<file path="src/rtl/aes_sbox_pkg.sv">
// Shared types and helpers for the masked S-box result collector: forward AES S-box,
// share slicing and the stored result record.
package aes_sbox_pkg;

    // Widest share bus the slice helper accepts.
    localparam int unsigned MaxShares = 16;

    localparam logic [7:0] SBOX [256] = '{
        8'h63, 8'h7c, 8'h77, 8'h7b, 8'hf2, 8'h6b, 8'h6f, 8'hc5,
        8'h30, 8'h01, 8'h67, 8'h2b, 8'hfe, 8'hd7, 8'hab, 8'h76,
        8'hca, 8'h82, 8'hc9, 8'h7d, 8'hfa, 8'h59, 8'h47, 8'hf0,
        8'had, 8'hd4, 8'ha2, 8'haf, 8'h9c, 8'ha4, 8'h72, 8'hc0,
        8'hb7, 8'hfd, 8'h93, 8'h26, 8'h36, 8'h3f, 8'hf7, 8'hcc,
        8'h34, 8'ha5, 8'he5, 8'hf1, 8'h71, 8'hd8, 8'h31, 8'h15,
        8'h04, 8'hc7, 8'h23, 8'hc3, 8'h18, 8'h96, 8'h05, 8'h9a,
        8'h07, 8'h12, 8'h80, 8'he2, 8'heb, 8'h27, 8'hb2, 8'h75,
        8'h09, 8'h83, 8'h2c, 8'h1a, 8'h1b, 8'h6e, 8'h5a, 8'ha0,
        8'h52, 8'h3b, 8'hd6, 8'hb3, 8'h29, 8'he3, 8'h2f, 8'h84,
        8'h53, 8'hd1, 8'h00, 8'hed, 8'h20, 8'hfc, 8'hb1, 8'h5b,
        8'h6a, 8'hcb, 8'hbe, 8'h39, 8'h4a, 8'h4c, 8'h58, 8'hcf,
        8'hd0, 8'hef, 8'haa, 8'hfb, 8'h43, 8'h4d, 8'h33, 8'h85,
        8'h45, 8'hf9, 8'h02, 8'h7f, 8'h50, 8'h3c, 8'h9f, 8'ha8,
        8'h51, 8'ha3, 8'h40, 8'h8f, 8'h92, 8'h9d, 8'h38, 8'hf5,
        8'hbc, 8'hb6, 8'hda, 8'h21, 8'h10, 8'hff, 8'hf3, 8'hd2,
        8'hcd, 8'h0c, 8'h13, 8'hec, 8'h5f, 8'h97, 8'h44, 8'h17,
        8'hc4, 8'ha7, 8'h7e, 8'h3d, 8'h64, 8'h5d, 8'h19, 8'h73,
        8'h60, 8'h81, 8'h4f, 8'hdc, 8'h22, 8'h2a, 8'h90, 8'h88,
        8'h46, 8'hee, 8'hb8, 8'h14, 8'hde, 8'h5e, 8'h0b, 8'hdb,
        8'he0, 8'h32, 8'h3a, 8'h0a, 8'h49, 8'h06, 8'h24, 8'h5c,
        8'hc2, 8'hd3, 8'hac, 8'h62, 8'h91, 8'h95, 8'he4, 8'h79,
        8'he7, 8'hc8, 8'h37, 8'h6d, 8'h8d, 8'hd5, 8'h4e, 8'ha9,
        8'h6c, 8'h56, 8'hf4, 8'hea, 8'h65, 8'h7a, 8'hae, 8'h08,
        8'hba, 8'h78, 8'h25, 8'h2e, 8'h1c, 8'ha6, 8'hb4, 8'hc6,
        8'he8, 8'hdd, 8'h74, 8'h1f, 8'h4b, 8'hbd, 8'h8b, 8'h8a,
        8'h70, 8'h3e, 8'hb5, 8'h66, 8'h48, 8'h03, 8'hf6, 8'h0e,
        8'h61, 8'h35, 8'h57, 8'hb9, 8'h86, 8'hc1, 8'h1d, 8'h9e,
        8'he1, 8'hf8, 8'h98, 8'h11, 8'h69, 8'hd9, 8'h8e, 8'h94,
        8'h9b, 8'h1e, 8'h87, 8'he9, 8'hce, 8'h55, 8'h28, 8'hdf,
        8'h8c, 8'ha1, 8'h89, 8'h0d, 8'hbf, 8'he6, 8'h42, 8'h68,
        8'h41, 8'h99, 8'h2d, 8'h0f, 8'hb0, 8'h54, 8'hbb, 8'h16
    };

    typedef struct packed {
        logic [7:0] x;
        logic [7:0] q;
        logic       ok;
    } shareRecT;

    function automatic logic [7:0] sbox_f(input logic [7:0] b);
        return SBOX[b];
    endfunction

    function automatic logic [7:0] shareSlice(input logic [8*MaxShares-1:0] bus,
                                              input int unsigned idx);
        return bus[8*idx +: 8];
    endfunction

endpackage

</file>
<file path="src/rtl/share_result_fifo.sv">
// Synchronous FIFO of result records. Head reads zero while empty; a push into a full
// FIFO is only accepted when a pop frees a slot in the same cycle.
module share_result_fifo
    import aes_sbox_pkg::*;
#(
    parameter int unsigned DEPTH = 4
) (
    input  logic     ClkxCI,
    input  logic     RstxRI,
    input  logic     PushxSI,
    input  shareRecT PushRecxDI,
    input  logic     PopxSI,
    output shareRecT HeadRecxDO,
    output logic     FullxSO,
    output logic     EmptyxSO
);

    localparam int unsigned PtrW = $clog2(DEPTH);
    localparam int unsigned CntW = PtrW + 1;
    localparam logic [CntW-1:0] DepthCnt = CntW'(DEPTH);

    shareRecT        mem [DEPTH];
    logic [PtrW-1:0] rdPtrQ, wrPtrQ;
    logic [CntW-1:0] cntQ;
    logic            doPush, doPop;

    assign EmptyxSO = (cntQ == '0);
    assign FullxSO  = (cntQ == DepthCnt);
    assign doPop    = PopxSI & ~EmptyxSO;
    assign doPush   = PushxSI & (~FullxSO | doPop);

    always_ff @(posedge ClkxCI or posedge RstxRI) begin
        if (RstxRI) begin
            rdPtrQ <= '0;
            wrPtrQ <= '0;
            cntQ   <= '0;
        end else begin
            if (doPush) wrPtrQ <= wrPtrQ + PtrW'(1);
            if (doPop)  rdPtrQ <= rdPtrQ + PtrW'(1);
            case ({doPush, doPop})
                2'b10:   cntQ <= cntQ + CntW'(1);
                2'b01:   cntQ <= cntQ - CntW'(1);
                default: cntQ <= cntQ;
            endcase
        end
    end

    // Storage needs no reset: nothing is visible until the count says so.
    always_ff @(posedge ClkxCI) begin
        if (doPush) mem[wrPtrQ] <= PushRecxDI;
    end

    assign HeadRecxDO = EmptyxSO ? '0 : mem[rdPtrQ];

endmodule

</file>
<file path="src/rtl/aes_sbox_share_collector.sv">
// Recombines masked S-box output shares, checks them against the unmasked S-box of the
// delayed input byte, and queues {X, Q, ok} records behind a valid/ready interface.
module aes_sbox_share_collector
    import aes_sbox_pkg::*;
#(
    parameter int unsigned SHARES     = 2,
    parameter int unsigned LATENCY    = 4,
    parameter int unsigned FIFO_DEPTH = 4,
    parameter int unsigned CNT_W      = 16
) (
    input  logic                ClkxCI,
    input  logic                RstxRI,
    input  logic                InValidxSI,
    input  logic [7:0]          InXxDI,
    input  logic [8*SHARES-1:0] _QxDI,
    output logic                OutValidxSO,
    input  logic                OutReadyxSI,
    output logic [7:0]          OutXxDO,
    output logic [7:0]          OutQxDO,
    output logic                OutOkxSO,
    output logic [CNT_W-1:0]    ErrCntxDO,
    output logic                OverflowxSO
);

    logic                   validQ [LATENCY];
    logic [7:0]             xQ     [LATENCY];
    logic                   tapValid, tapOk;
    logic [7:0]             xTap, qComb;
    logic [8*MaxShares-1:0] qBus;
    logic [CNT_W-1:0]       errCntQ;
    logic                   overflowQ;
    logic                   fifoFull, fifoEmpty;
    shareRecT               pushRec, headRec;

    // Delay line keeps each unmasked byte aligned with its shares at the tap.
    always_ff @(posedge ClkxCI or posedge RstxRI) begin
        if (RstxRI) begin
            for (int i = 0; i < LATENCY; i++) begin
                validQ[i] <= 1'b0;
                xQ[i]     <= '0;
            end
        end else begin
            validQ[0] <= InValidxSI;
            xQ[0]     <= InXxDI;
            for (int i = 1; i < LATENCY; i++) begin
                validQ[i] <= validQ[i-1];
                xQ[i]     <= xQ[i-1];
            end
        end
    end

    assign tapValid = validQ[LATENCY-1];
    assign xTap     = xQ[LATENCY-1];
    assign qBus     = (8*MaxShares)'(_QxDI);

    always_comb begin
        qComb = '0;
        for (int unsigned i = 0; i < SHARES; i++) begin
            qComb = qComb ^ shareSlice(qBus, i);
        end
    end

    assign tapOk   = (qComb == sbox_f(xTap));
    assign pushRec = '{x: xTap, q: qComb, ok: tapOk};

    always_ff @(posedge ClkxCI or posedge RstxRI) begin
        if (RstxRI) begin
            errCntQ   <= '0;
            overflowQ <= 1'b0;
        end else begin
            if (tapValid && !tapOk && errCntQ != {CNT_W{1'b1}}) begin
                errCntQ <= errCntQ + CNT_W'(1);
            end
            // A full FIFO is never empty, so the pop happens exactly when ready is high.
            if (tapValid && fifoFull && !OutReadyxSI) begin
                overflowQ <= 1'b1;
            end
        end
    end

    share_result_fifo #(
        .DEPTH(FIFO_DEPTH)
    ) uFifo (
        .ClkxCI    (ClkxCI),
        .RstxRI    (RstxRI),
        .PushxSI   (tapValid),
        .PushRecxDI(pushRec),
        .PopxSI    (OutReadyxSI),
        .HeadRecxDO(headRec),
        .FullxSO   (fifoFull),
        .EmptyxSO  (fifoEmpty)
    );

    assign OutValidxSO = ~fifoEmpty;
    assign OutXxDO     = headRec.x;
    assign OutQxDO     = headRec.q;
    assign OutOkxSO    = headRec.ok;
    assign ErrCntxDO   = errCntQ;
    assign OverflowxSO = overflowQ;

endmodule

</file>
<file path="config.mk">
export PLATFORM = sky130hd
export DESIGN_NAME = aes_sbox_share_collector
export DESIGN_NICKNAME = d
export VERILOG_FILES = /design/src/rtl/aes_sbox_pkg.sv /design/src/rtl/share_result_fifo.sv /design/src/rtl/aes_sbox_share_collector.sv
export SDC_FILE = /design/constraint.sdc
export NUM_CORES = 1
export LEC_CHECK = 0
export CORE_ASPECT_RATIO = 1.4
export CORE_MARGIN = 8
export CORE_UTILIZATION = 54
export DETAILED_ROUTE_END_ITERATION = 6
export MAX_ROUTING_LAYER = met4
export PLACE_DENSITY = 0.77
export SLEW_MARGIN = 20
export SYNTH_ARGS = -nofsm -noshare
export SYNTH_HDL_FRONTEND = slang
export SYNTH_HIERARCHICAL = 1
export SYNTH_SLANG_ARGS = --single-unit
</file>
<file path="constraint.sdc">
create_clock -name ClkxCI -period 4.3 [get_ports ClkxCI]
set_input_delay 0.86 -clock ClkxCI [delete_from_list [all_inputs] [get_ports ClkxCI]]
set_output_delay 0.86 -clock ClkxCI [all_outputs]
set_load 0.1 [all_outputs]
</file>
==> reports/metrics.csv <==
metric,value,unit
routed wire length,36.2,mm
Synth Area in Simple Gates,0.206,
CTS clock-pin slew for the worst setup and hold paths,0.06,ns
clock root cell,clkbuf_16,
ys flop type,edfxtp_1,
shortest period the worst path allows,4.15,ns
io pins,63,
cts hold-fix bufs,0,
DRT Pass-1 Iters,6,
total chip power,6.37,mW
status,"finished, final reports clean",
complex-gate fraction of the synthesized area,0.188,
grt total ovfl,0,
Worst path depth,12,
IO Port Bufs,62,
Initial Util,0.550,
flop-to-flop setup slack,0.15,ns
Pint,3.23,mW
critical path startpoint,xTap[2]$_DFF_PP0_,
via/cell ratio,7.16,
CP Launch Type,flop,
largest net degree at the start of global routing,56,
max incr delay on CP,0.71,ns
maxcap violations,0,
DP Worst Slack,0.285,ns
Cell Rows,54,
critical path class,flop to flop,
Post-Synthesis Cells,876,
die height,165,um
"Setup Fix Bufs, Post-CTS",0,
adder-cell share of the synthesized area,0.0315,
Clock Latency Late Sink,0.42,ns
cells along the critical path,buf_4 > nor2b_1 > nor3_1 > o31ai_1 > a211oi_1 > a211oi_1 > xor2_1 > nor2_1 > nor4b_4 > buf_12 > nor2_1 > mux2_1,
"Slew Viols, Final",0,
WP data required,4.60,ns
"Seq/Total Area, Yosys",0.413,
R2R Path End,ErrCntxDO[12]$_DFFE_PP0P_,
"EDFF count, synth",68,
NetSw,3.14,mW
worst-margin pin slew,0.993,ns
worst r2r src,xTap[2]$_DFF_PP0_,
ANT cells,0,
combinational cell fraction of total power,0.506,
"Distinct cells, synth",87,
Die ar.,0.0203,mm^2
share of layout cells above drive strength 1,0.191,
Mapped Nets,925,
Worst Setup End Kind,flop,
register share of total power,0.281,
fin area,0.0103,mm^2
DP HPWL,25.2,mm
placed inst area,0.00970,mm^2
final hold slack,0.350,ns
Sink Count,128,
Routed wire per std cell,31.0,um
Antenna Violating Nets Remaining,0,
post-route clock period utilization,0.966,
total global-route track usage,0.378,
Clock power frac,0.214,
Arrival @ worst endpoint,4.46,ns
DR iter-0 viols,1340,
Fin. Hold Viols,0,
share of flip-flops with an asynchronous set or reset,0.469,
"critical path fanouts, max",21,
"most common cell after layout, fill and taps aside",buf_4,
Core ar.,0.0156,mm^2
post-synthesis xor/xnor area fraction,0.0336,
DR vias,8339,
leakage,3.92,nW
Synth Area per Inst,9.81,um^2
endpoints failing setup,0,
buffer depth of the longest clock path,2,
antenna violations before repair,0,
Layout area overhead,19.6,%
Crit path max-delay family,compound AO/OA/AOI/OAI gates,
CP Capture Point,ErrCntxDO[12]$_DFFE_PP0P_,
WP buf/inv,2,
setup TNS,0,ns
sw frac,0.493,
PwrDens,620,mW/mm^2
fmax,241,MHz
worst setup margin,0.147,ns
Synth Register Bits,128,
die width,123,um
unrepaired setup endpoints after global routing,no,
mux share of post-synthesis cell area,0.0757,
largest family of logic cells by synthesized area,simple AND/OR/NAND/NOR gates,
slowest cell on the critical path,dfrtp_2,
HP Class,flop to flop,
Worst Skew,0.0148,ns
CTS buffer count,17,
routability cong.,1.16,
most frequent cells in the layout,"buf_4, edfxtp_1, nand2_1, dfrtp_1, nor2_1",
Worst Reg-to-Reg Cells,12,
"Cell Area, Synth",0.00859,mm^2
first-pass GRT wire length,53.6,mm
htree depth,4,
CTS tree,built,
worst vdd ir,0.000922,V
Final Net Count,1005,
YS warnings,6,
drt drc,0,
vias in the first global route,8333,
Slew HR,0.336,
[repair_timing]
item / CTS / global route
resized for setup: 0 / 3
hold endpoints to repair: 0 / 0
endpoints found under the setup margin: 0 / 6
[synth_stat cells (all sizes together), types with 21 or more instances]
| master | count | area share |
|---|---|---|
| xor2 | 24 | 0.024 |
| clkbuf | 36 | 0.016 |
| nand3 | 28 | 0.016 |
| nor2b | 46 | 0.034 |
| nand2 | 61 | 0.027 |
| nor3 | 35 | 0.020 |
| a21oi | 39 | 0.023 |
| nor2 | 49 | 0.022 |
| edfxtp | 68 | 0.24 |
| buf | 42 | 0.028 |
| dfrtp | 60 | 0.17 |
| o21ai | 43 | 0.025 |
| nand2b | 32 | 0.023 |
| mux4 | 21 | 0.055 |
[worst min-delay path by stage]
stage                             start            endpoint  slack [ns]  cells after the start
CTS                    xQ[11]$_DFF_PP0_   xTap[3]$_DFF_PP0_        0.35                      0
floorplan           validQ[1]$_DFF_PP0_  tapValid$_DFF_PP0_        0.33                      0
global route           xQ[11]$_DFF_PP0_   xTap[3]$_DFF_PP0_        0.35                      0
global placement       xQ[28]$_DFF_PP0_    xQ[20]$_DFF_PP0_        0.33                      0
detailed placement     xQ[20]$_DFF_PP0_    xQ[12]$_DFF_PP0_        0.34                      0
finish                 xQ[10]$_DFF_PP0_   xTap[2]$_DFF_PP0_        0.35                      0
[per-layer routing]
metal | part of all wire | vias to the layer above | wire [um] | GRT usage
met4 | 0.087 | 0 | 3140 | 0.261
met5 | 0 | - | 0 | -
met3 | 0.11 | 247 | 3990 | 0.102
met2 | 0.47 | 685 | 17100 | 0.604
met1 | 0.33 | 3956 | 11900 | 0.404
li1 | - | 3451 | - | -
[stage by stage]
step	instances	util
4_1_cts	1165	0.658
3_5_place_dp	1133	0.622
2_1_floorplan	876	-
5_1_grt	1165	0.658
6_report	1165	0.658
3_3_place_gp	1133	0.622
[sequential cells by signal (all words and copies together) (netlist names)]
register      cells
ErrCntxDO        16
validQ            3
uFifo/rdPtrQ      2
OverflowxSO       1
uFifo/cntQ        3
xQ               24
tapValid          1
xTap              8
uFifo/wrPtrQ      2
uFifo/mem        68
[area by class of cell]
type,instances,area [um^2]
Timing Repair Buffer,139,1230
Fill cell,1217,5340
Clock buffer,18,450
Sequential cell,128,3550
Clock inverter,14,116
Inverter,21,78.8
Tap cell,196,245
Multi-Input combinational cell,649,4600
[logic make-up (layout without fill, tap and decap cells)]
group | Yosys count | after routing
AO/OA/AOI/OAI | 229 | 229
XOR/XNOR | 33 | 33
adder cells (fa/ha/maj) | 21 | 21
buffers and inverters | 99 | 192
flip-flops | 128 | 128
multiplexers | 37 | 37
AND/OR/NAND/NOR | 329 | 329
[power groups by stage]
stage / logic, mW / clock network [mW] / registers [mW]
floorplan: 2.00 / 0 / 2.17
detailed placement: 3.18 / 0 / 1.80
global route: 3.34 / 1.43 / 1.82
finish: 3.22 / 1.36 / 1.79
CTS: 3.20 / 1.38 / 1.79
global placement: 3.15 / 0 / 1.78
(Power assumes the default switching activity.)
